`config.mk`:
```
export PLATFORM = sky130hd
export DESIGN_NAME = apb_wait_responder
export DESIGN_NICKNAME = d
export VERILOG_FILES = /design/src/rtl/apb_arch_pkg.sv /design/src/rtl/apb_wait_counter.sv /design/src/rtl/apb_wait_responder.sv
export SDC_FILE = /design/constraint.sdc
export NUM_CORES = 1
export LEC_CHECK = 0
export ABC_AREA = 1
export BUFFER_PORTS_ARGS = -buffer_cell sky130_fd_sc_hd__clkbuf_2
export CORE_ASPECT_RATIO = 2
export CORE_UTILIZATION = 45
export CTS_CLUSTER_SIZE = 24
export DETAILED_ROUTE_END_ITERATION = 10
export PLACE_DENSITY = 0.57
export SETUP_SLACK_MARGIN = 0.02
export SLEW_MARGIN = 20
export SYNTH_ARGS = -nofsm -noshare
export SYNTH_HDL_FRONTEND = slang
export SYNTH_SLANG_ARGS = --single-unit
```
`constraint.sdc`:
```
create_clock -name clk -period 7.55 [get_ports clk]
set_clock_uncertainty 0.05 [all_clocks]
set_input_delay 1.51 -clock clk [delete_from_list [all_inputs] [get_ports clk]]
set_output_delay 1.51 -clock clk [all_outputs]
set_load 0.05 [all_outputs]
```
`src/rtl/apb_arch_pkg.sv`:
```
// apb_arch_pkg
// Shared definitions for the APB wait-state responder:
//   - apb_state_t   : responder FSM states
//   - CTRL_IDX      : word index of the CTRL register (wait count in [3:0])
//   - ID_IDX        : word index of the read-only ID register
//   - WAIT_W        : width of the wait counter / CTRL wait field
//   - decode_error  : address/access legality check for one transfer
//   - merge_bytes   : byte-strobe merge of write data into a register value
package apb_arch_pkg;

    typedef enum logic [1:0] {
        IDLE   = 2'd0,
        SETUP  = 2'd1,
        WAIT   = 2'd2,
        ACCESS = 2'd3
    } apb_state_t;

    localparam logic [5:0] CTRL_IDX = 6'd0;
    localparam logic [5:0] ID_IDX   = 6'd1;
    localparam int         WAIT_W   = 4;

    // Misaligned, beyond the register file, or a write to the ID register.
    function automatic logic decode_error(input logic [7:0] addr,
                                          input logic       write,
                                          input logic [6:0] nregs);
        logic err;
        err = 1'b0;
        if (addr[1:0] != 2'b00)
            err = 1'b1;
        if ({1'b0, addr[7:2]} >= nregs)
            err = 1'b1;
        if (write && (addr[7:2] == ID_IDX))
            err = 1'b1;
        return err;
    endfunction

    function automatic logic [31:0] merge_bytes(input logic [31:0] old_value,
                                                input logic [31:0] new_value,
                                                input logic [3:0]  strb);
        logic [31:0] result;
        result = old_value;
        for (int k = 0; k < 4; k++) begin
            if (strb[k])
                result[8*k +: 8] = new_value[8*k +: 8];
        end
        return result;
    endfunction

endpackage

```
`src/rtl/apb_wait_counter.sv`:
```
// apb_wait_counter
// Down-counter that paces the wait states of one APB transfer.
//   clk, rst_n  : clock, asynchronous active-low reset (count cleared)
//   load        : load load_value (has priority over dec)
//   load_value  : wait count taken from CTRL
//   dec         : decrement by one, saturating at zero
//   count       : current count
//   zero        : count == 0
module apb_wait_counter
    import apb_arch_pkg::*;
(
    input  logic              clk,
    input  logic              rst_n,
    input  logic              load,
    input  logic [WAIT_W-1:0] load_value,
    input  logic              dec,
    output logic [WAIT_W-1:0] count,
    output logic              zero
);

    always_ff @(posedge clk or negedge rst_n) begin
        if (!rst_n)
            count <= '0;
        else if (load)
            count <= load_value;
        else if (dec && (count != '0))
            count <= count - 1'b1;
    end

    assign zero = (count == '0);

endmodule

```
`src/rtl/apb_wait_responder.sv`:
```
// apb_wait_responder
// APB completer with a small register file and programmable wait states.
//   clk, rst_n : clock, asynchronous active-low reset
//   psel, penable, pwrite, paddr[7:0], pwdata[31:0], pstrb[3:0] : APB request
//   prdata[31:0], pready, pslverr : registered APB response
// Register 0 is CTRL (only [3:0] stored: wait count for later transfers),
// register 1 is a read-only ID, registers 2..NREGS-1 are plain storage.
module apb_wait_responder
    import apb_arch_pkg::*;
#(
    parameter int          NREGS    = 16,
    parameter logic [31:0] ID_VALUE = 32'hA5B0_0001
) (
    input  logic        clk,
    input  logic        rst_n,
    input  logic        psel,
    input  logic        penable,
    input  logic        pwrite,
    input  logic [7:0]  paddr,
    input  logic [31:0] pwdata,
    input  logic [3:0]  pstrb,
    output logic [31:0] prdata,
    output logic        pready,
    output logic        pslverr
);

    localparam logic [6:0] NREGS_L = 7'(NREGS);

    apb_state_t state_q;
    apb_state_t cur_state;
    apb_state_t next_state;

    logic [7:0]  addr_q;
    logic        write_q;
    logic [31:0] wdata_q;
    logic [3:0]  strb_q;

    logic [31:0] regs [NREGS];

    logic              cnt_load;
    logic              cnt_dec;
    logic [WAIT_W-1:0] cnt_value;
    logic              cnt_zero;

    logic [7:0]  txn_addr;
    logic        txn_write;
    logic [31:0] txn_wdata;
    logic [3:0]  txn_strb;
    logic [5:0]  txn_idx;
    logic        txn_err;
    logic [31:0] rd_value;
    logic [31:0] merged;
    logic        commit;

    apb_wait_counter u_wait_counter (
        .clk        (clk),
        .rst_n      (rst_n),
        .load       (cnt_load),
        .load_value (regs[0][WAIT_W-1:0]),
        .dec        (cnt_dec),
        .count      (cnt_value),
        .zero       (cnt_zero)
    );

    // SETUP is the APB setup phase itself: it is recognised from the live bus
    // while the register is IDLE, so a zero-wait transfer can raise the
    // registered pready in the very first access cycle. Leaving ACCESS
    // through IDLE costs nothing, since the next setup phase is picked up here
    // in the same cycle. penable=1 while idle is ignored.
    always_comb begin
        cur_state = state_q;
        if ((state_q == IDLE) && psel && !penable)
            cur_state = SETUP;
    end

    always_comb begin
        next_state = IDLE;
        cnt_load   = 1'b0;
        cnt_dec    = 1'b0;
        case (cur_state)
            IDLE: begin
                next_state = IDLE;
            end
            SETUP: begin
                cnt_load   = 1'b1;
                next_state = (regs[0][WAIT_W-1:0] == '0) ? ACCESS : WAIT;
            end
            WAIT: begin
                if (!psel) begin
                    next_state = IDLE;
                end else begin
                    cnt_dec    = 1'b1;
                    next_state = (cnt_zero || (cnt_value == {{(WAIT_W-1){1'b0}}, 1'b1}))
                                 ? ACCESS : WAIT;
                end
            end
            ACCESS: begin
                next_state = IDLE;
            end
            default: begin
                next_state = IDLE;
            end
        endcase
    end

    // During the setup phase the request fields are not latched yet, so the
    // live bus is used; afterwards the latched copy is authoritative.
    always_comb begin
        if (cur_state == SETUP) begin
            txn_addr  = paddr;
            txn_write = pwrite;
            txn_wdata = pwdata;
            txn_strb  = pstrb;
        end else begin
            txn_addr  = addr_q;
            txn_write = write_q;
            txn_wdata = wdata_q;
            txn_strb  = strb_q;
        end
    end

    assign txn_idx = txn_addr[7:2];
    assign txn_err = decode_error(txn_addr, txn_write, NREGS_L);
    assign commit  = (next_state == ACCESS);
    assign merged  = merge_bytes(rd_value, txn_wdata, txn_strb);

    always_comb begin
        rd_value = '0;
        for (int i = 0; i < NREGS; i++) begin
            if (txn_idx == 6'(i))
                rd_value = regs[i];
        end
    end

    always_ff @(posedge clk or negedge rst_n) begin
        if (!rst_n) begin
            state_q <= IDLE;
            addr_q  <= '0;
            write_q <= 1'b0;
            wdata_q <= '0;
            strb_q  <= '0;
            prdata  <= '0;
            pready  <= 1'b0;
            pslverr <= 1'b0;
        end else begin
            state_q <= next_state;
            if (cur_state == SETUP) begin
                addr_q  <= paddr;
                write_q <= pwrite;
                wdata_q <= pwdata;
                strb_q  <= pstrb;
            end
            pready  <= commit;
            pslverr <= commit && txn_err;
            prdata  <= (commit && !txn_write && !txn_err) ? rd_value : '0;
        end
    end

    // The write lands on the edge that enters ACCESS, so the new value is in
    // place during the pready cycle. CTRL keeps only its wait field.
    always_ff @(posedge clk or negedge rst_n) begin
        if (!rst_n) begin
            for (int i = 0; i < NREGS; i++) begin
                if (i == 1)
                    regs[i] <= ID_VALUE;
                else
                    regs[i] <= '0;
            end
        end else begin
            for (int i = 0; i < NREGS; i++) begin
                if (commit && txn_write && !txn_err && (txn_idx == 6'(i))) begin
                    if (i == 0)
                        regs[i] <= {{(32-WAIT_W){1'b0}}, merged[WAIT_W-1:0]};
                    else
                        regs[i] <= merged;
                end
            end
        end
    end

endmodule
```
# ---- After elaboration in Yosys (flattened, before gate mapping)
# Cells that the tools add are included.
dict set report totals {
  in_bits 49
  reg_bits 569
  output_inout_bits 34
}
dict set report classes {
  n_eq_ne 20
  n_mux 38
  magnitude_cmp 1
  n_reduce_logical 38
  add_sub_neg 1
}
# op n
set ops {}
lappend ops {{2-to-1 mux 32 bit} 17}
lappend ops {{equality test 6 x 4 -> 1 bit (second input constant)} 8}
lappend ops {{2-to-1 mux 8 bit} 5}
lappend ops {{logical AND 1 bit} 25}
lappend ops {{equality test 6 x 3 -> 1 bit (second input constant)} 4}
lappend ops {{2-to-1 mux 4 bit} 4}
lappend ops {{equality test 6 x 2 -> 1 bit (second input constant)} 2}
lappend ops {{2-to-1 mux 1 bit} 9}
lappend ops {{zero test 4 bit} 2}
lappend ops {{equality test 2 bit (second input constant)} 3}
lappend ops {{equality test 6 x 1 -> 1 bit (second input constant)} 1}
lappend ops {{>= comparator 6 x 5 -> 1 bit (second input constant)} 1}
lappend ops {{zero test 6 bit} 1}
lappend ops {{case mux 2 bit (3 select lines)} 1}
lappend ops {{equality test 4 x 1 -> 1 bit (second input constant)} 1}
lappend ops {{zero test 2 bit} 2}
lappend ops {{2-to-1 mux 2 bit} 2}
lappend ops {{nonzero test 2 bit} 2}
lappend ops {{nonzero test 4 bit} 1}
lappend ops {{subtractor 4 x 1 -> 4 bit (second input constant)} 1}
lappend ops {{zero test 1 bit} 3}
lappend ops {{equality test 2 x 1 -> 1 bit (second input constant)} 1}
lappend ops {{OR reduction 2 bit} 1}
lappend ops {{logical OR 1 bit} 1}

# ---- Depth between registers and ports, before layout
dict set report depth {
  ltp_word 24
  depth_mapped 24
  mapped_depth_nobuf 22
}

# ---- By module
# From an unflattened synthesis, not the netlist that was laid out.
dict set report unflattened {
  hier_cells 3519
  hier_area_um2 27064.7
}
# mod area_per_inst_um2 cells_per_inst instances seq_area_each_um2
set modules_own_cells {}
lappend modules_own_cells {apb_wait_responder 26769.4 3473 1 14148.6}
lappend modules_own_cells {apb_wait_counter 295.3 46 1 100.1}

# ---- Worst setup path before layout
# Ideal clock, no wire load.
dict set report synth_path {
  path_kind {input to register}
  start {input penable}
  end {register regs[164] in the netlist's numbering}
  arrival_time_ns 3.528
  setup_time_ns 0.117
  cell_stages 23
  required_ns 7.383
  slack_ns 3.855
  path_buffers 3
  path_cell_list {inv_1 -> nand2_2 -> nand2_4 -> nand2_4 -> buf_8 -> nand2_2 -> nand2_4 -> nand2_2 -> nor2_4 -> inv_2 -> nor2_8 -> inv_2 -> buf_6 -> or2_0 -> nand2_1 -> nand4_1 -> nor2_1 -> nand4_1 -> nand2_1 -> nand4_2 -> buf_6 -> nand3_2 -> nand2_1}
}
dict set report synth_between {
  elab_chain_len 22
  word_cells_on_any_way 55
}
# element line_no
set synth_lines {}
lappend synth_lines {{start: declaration} apb_wait_responder.sv:17} ;# input logic penable,
lappend synth_lines {{zero test 1 bit *} apb_wait_responder.sv:72} ;# if ((state_q == IDLE) && psel && !penable)
lappend synth_lines {{logical AND 1 bit *} apb_wait_responder.sv:72}
lappend synth_lines {{2-to-1 mux 2 bit *} apb_wait_responder.sv:72}
lappend synth_lines {{equality test 2 x 1 -> 1 bit} {apb_wait_responder.sv:80, apb_wait_responder.sv:109}}
lappend synth_lines {{2-to-1 mux 8 bit} apb_wait_responder.sv:109} ;# if (cur_state == SETUP) begin
lappend synth_lines {{equality test 6 x 1 -> 1 bit} {apb_arch_pkg.sv:32, apb_wait_responder.sv:130}}
lappend synth_lines {{2-to-1 mux 32 bit (15 in a row)} apb_wait_responder.sv:130} ;# if (txn_idx == 6'(i))
lappend synth_lines {{2-to-1 mux 8 bit} apb_arch_pkg.sv:43} ;# if (strb[k])
lappend synth_lines {{end signal: indexed assignment} apb_wait_responder.sv:173} ;# regs[i] <= {{(32-WAIT_W){1'b0}}, merged[WAIT_W-1:0]};
lappend synth_lines {{end signal: indexed assignment} apb_wait_responder.sv:175} ;# regs[i] <= merged;
lappend synth_lines {{end: declaration} apb_wait_responder.sv:38} ;# logic [31:0] regs [NREGS];
# Every way passes the cells marked *; elsewhere a longest branch is shown, timed or not.
# A chain may end at the register's enable or synchronous reset.

# ---- Worst setup path in the final report
dict set report layout_path {
  start {input penable}
  end {register regs[244] in the netlist's numbering}
}
# Same word-level chain as after synthesis.

==> results.sh <==
export IMPL_syn_nets=3450
export IMPL_grt_start_max_net_pins=159
export IMPL_crit_end_category="flop"
export IMPL_post_route_worst_setup_slack_ns=2.36
export IMPL_netlist_top_cells_area="dfrtp_1 52%, nand2_1 19%, nand3_1 9.6%, inv_1 2.2%, nor2_1 2.0%"
export IMPL_grt_overflow_total=0
export IMPL_post_synth_mux_area_share_pct=0
export IMPL_synth_top_flop_cell="dfrtp_1"
export IMPL_yosysMostFrequentCell="nand2_1"
export IMPL_worst_setup_path_startpoint="penable"
export IMPL_ys_ff_latch=569
export IMPL_dominant_combinational_cell_family_by_area_after_synthesis="simple AND/OR/NAND/NOR gates"
export IMPL_min_period_ns=5.19
export IMPL_synth_sequential_area_ratio_pct=52.9
export IMPL_synth_compound_gate_area_share_pct=2.20
export IMPL_vdd_ir_drop_max_uv=198
export IMPL_grt_usage_pct=32.9
export IMPL_number_of_global_route_vias_before_repair=23800
export IMPL_routed_via_density=5.65
export IMPL_clock_tree_htree_level_count=2
export IMPL_detail_route_drc_violations=0
export IMPL_worst_endpoint_required_ns=7.98
export IMPL_worst_path_arrival_ns=5.63
export IMPL_synth_lib_cells_used_distinct=43
export IMPL_rr_startpoint="state_q[1]$_DFF_PN0_"
export IMPL_placed_area_sq_mm=0.0276
export IMPL_floorplan_die_height_microns=348
export IMPL_synth_async_sr_flop_share_pct=100
export IMPL_cts_buffers_inserted=53
export IMPL_post_dp_hpwl_mm=63.7
export IMPL_syn_area_per_cell_sq_um=7.92
export IMPL_worst_pin_slew_ns=1.25
export IMPL_vias=23529
export IMPL_synthXorXnorAreaFrac_pct=0.0325
export IMPL_static_leakage_power_uw=0.0156
export IMPL_critical_path_max_fanout=33
export IMPL_antennaDiodeCount=0
export IMPL_antenna_found_initial=0
export IMPL_layout_overhead_on_the_synthesized_area_pct=9.21
export IMPL_timing_final_crit_share_pct=68.8
export IMPL_timing_setup_tns_ns=0
export IMPL_post_synth_most_frequent_cells="1396 x nand2_1, 561 x dfrtp_1, 518 x nand3_1"
export IMPL_worst_setup_hold_path_clk_slew_ns=0.06
export IMPL_hold_path_depth=0
export IMPL_ios=83
export IMPL_wirelength_routed_mm=99.3
export IMPL_firstDrtPassIters=6
export IMPL_synth_edf_count=0
export IMPL_worstSetupPathType="input pin to flop"
export IMPL_clk_latency_ns=0.62
export IMPL_rows=126
export IMPL_status="finished, final reports clean"
export IMPL_synthesis_warning_total=0
export IMPL_drv_slew=0
export IMPL_wirelength_per_cell_microns=23.8
export IMPL_buffers_inserted_by_post_cts_timing_repair=0
export IMPL_core_area_sq_mm=0.0591
export IMPL_startpoint_types="input pin"
export IMPL_die_w_microns=175
export IMPL_synth_top_area_share_pct=52.1
export IMPL_final_setup_vio_count=0
export IMPL_syn_cell_area_sq_mm=0.0269
export IMPL_grt_first_pass_wirelength_mm=149
export IMPL_initial_core_utilization_pct=45.6
export IMPL_synthesis_instances=3399
export IMPL_post_synth_and_or_nand_nor_area_fraction_pct=37.9
export IMPL_layout_nets=3406
export IMPL_tritoncts_clock_tree="built"
export IMPL_drive_above_1_share_pct=12.2
export IMPL_timing_hold_worst_class="flop to flop"
export IMPL_cts_path_max_buffers=3
export IMPL_synth_adder_area_share_pct=0.0929
export IMPL_dieArea_sq_mm=0.0609
export IMPL_cts_hold_buf=0
export IMPL_slew_headroom_pct=16.0
export IMPL_finalHoldWorstSlack_ns=0.317
export IMPL_synthDominantAreaCellType="dfrtp_1"
export IMPL_timing_hold_violations_final=0
export IMPL_power_density_mw_per_mm2=307
export IMPL_clockRootBuffer="clkbuf_16"
export IMPL_initial_drc_count=2466
export IMPL_maxClockFrequency_mhz=193
export IMPL_timing_reg2reg_worst_path_depth=17
export IMPL_place_port_buffers=82
export IMPL_ctsResizeCount=0
export IMPL_fin_area_sq_mm=0.0294
export IMPL_postRouteAntennaNets=0
export IMPL_grt_setup_unrepaired="no"
export IMPL_finalWeightedCongestion=0.878
export IMPL_timing_hold_worst_start="regs[479]$_DFFE_PN1P_"
export IMPL_dp_worst_setup_slack_ns=1.80
export IMPL_max_cap_violations=0
export IMPL_cts_sinks=569
==> cells by family (layout without fill, tap and decap cells) <==
family,after synthesis,in the layout
simple gates,2305,2305
compound gates,100,100
buf+inv,422,417
flops,569,569
xor+xnor,1,1
fa+ha+maj,2,2
==> layout make-up <==
| type | instances | area, sq um |
|---|---|---|
| sequential | 569 | 14200 |
| clock buffer | 81 | 1590 |
| multi-input combinational | 2408 | 10900 |
| tap | 768 | 961 |
| inverter | 182 | 683 |
| timing repair buffer | 141 | 901 |
| fill | 5846 | 29700 |
| clock inverter | 13 | 171 |
==> routing by layer <==
layer / wire, microns / part of all wire, % / global-route usage, %
met4: 9150 / 9.2 / 26.8
met3: 5640 / 5.7 / 3.61
met1: 35000 / 35 / 36.8
met2: 49400 / 50 / 56.4
met5: 0 / 0 / 0
==> state kept, by name, summed over array words and instances, names as in the netlist <==
signal and count:
wdata_q 32, state_q 2, strb_q 4, pready 1
pslverr 1, regs 484, prdata 32, write_q 1
addr_q 8, u_wait_counter.count 4
==> where the power goes <==
| part | switching, uW | internal (uW) |
|---|---|---|
| combinational | 2420 | 458 |
| clock | 1220 | 1580 |
| sequential | 82.4 | 3260 |
| total | 3720 | 5310 |
==> cells in the final DEF, fill, tap and decap left out, drive strengths merged, types with 11 or more instances in the layout <==
cell and n:
nand3 552, nor2 170, inv 179, clkinv 11, nand4 83, or2 84
nand2 1413, clkbuf 162, dfrtp 561, a21oi 35, o21ai 38, buf 60
==> metrics by stage <==
step                      utilization [%]  total power, uW  std cells
after floorplan                         -             5170       3399
after global placement               46.8             6210       4068
after detailed placement             46.8             6240       4068
after CTS                            49.8             9040       4162
after global routing                 49.8             9320       4162
final                                49.8             9030       4162
==> worst max-delay path, cell delays in order <==
cell      delay (ns)
clkbuf_2        0.08
inv_1           0.05
nand2_2         0.06
nand2_4         0.09
nand2_4         0.22
nand2_1         0.19
o21ai_4         0.09
nor2_4          0.32
inv_2           0.16
nor2_8          0.39
inv_2           0.33
or2_1           0.30
nand2_1         0.17
nand4_1         0.16
nand2_1         0.13
nand4_1         0.09
nor2_1          0.15
nand4_1         0.73
nand3_1         0.27
nand2_1         0.09
==> path summary, 6_finish.rpt <==
| check | to | slack, ns |
|---|---|---|
| max | regs[244]$_DFFE_PN0P_ | 2.36 |
| min | regs[479]$_DFFE_PN1P_ | 0.32 |
| max reg2reg | regs[244]$_DFFE_PN0P_ | 3.00 |
| min reg2reg | regs[479]$_DFFE_PN1P_ | 0.32 |
| max in group asynchronous | regs[55]$_DFFE_PN0P_ | 4.90 |
| min in group asynchronous | prdata[10]$_DFF_PN0_ | 0.88 |
No activity file was read; power rests on OpenSTA's default activity.
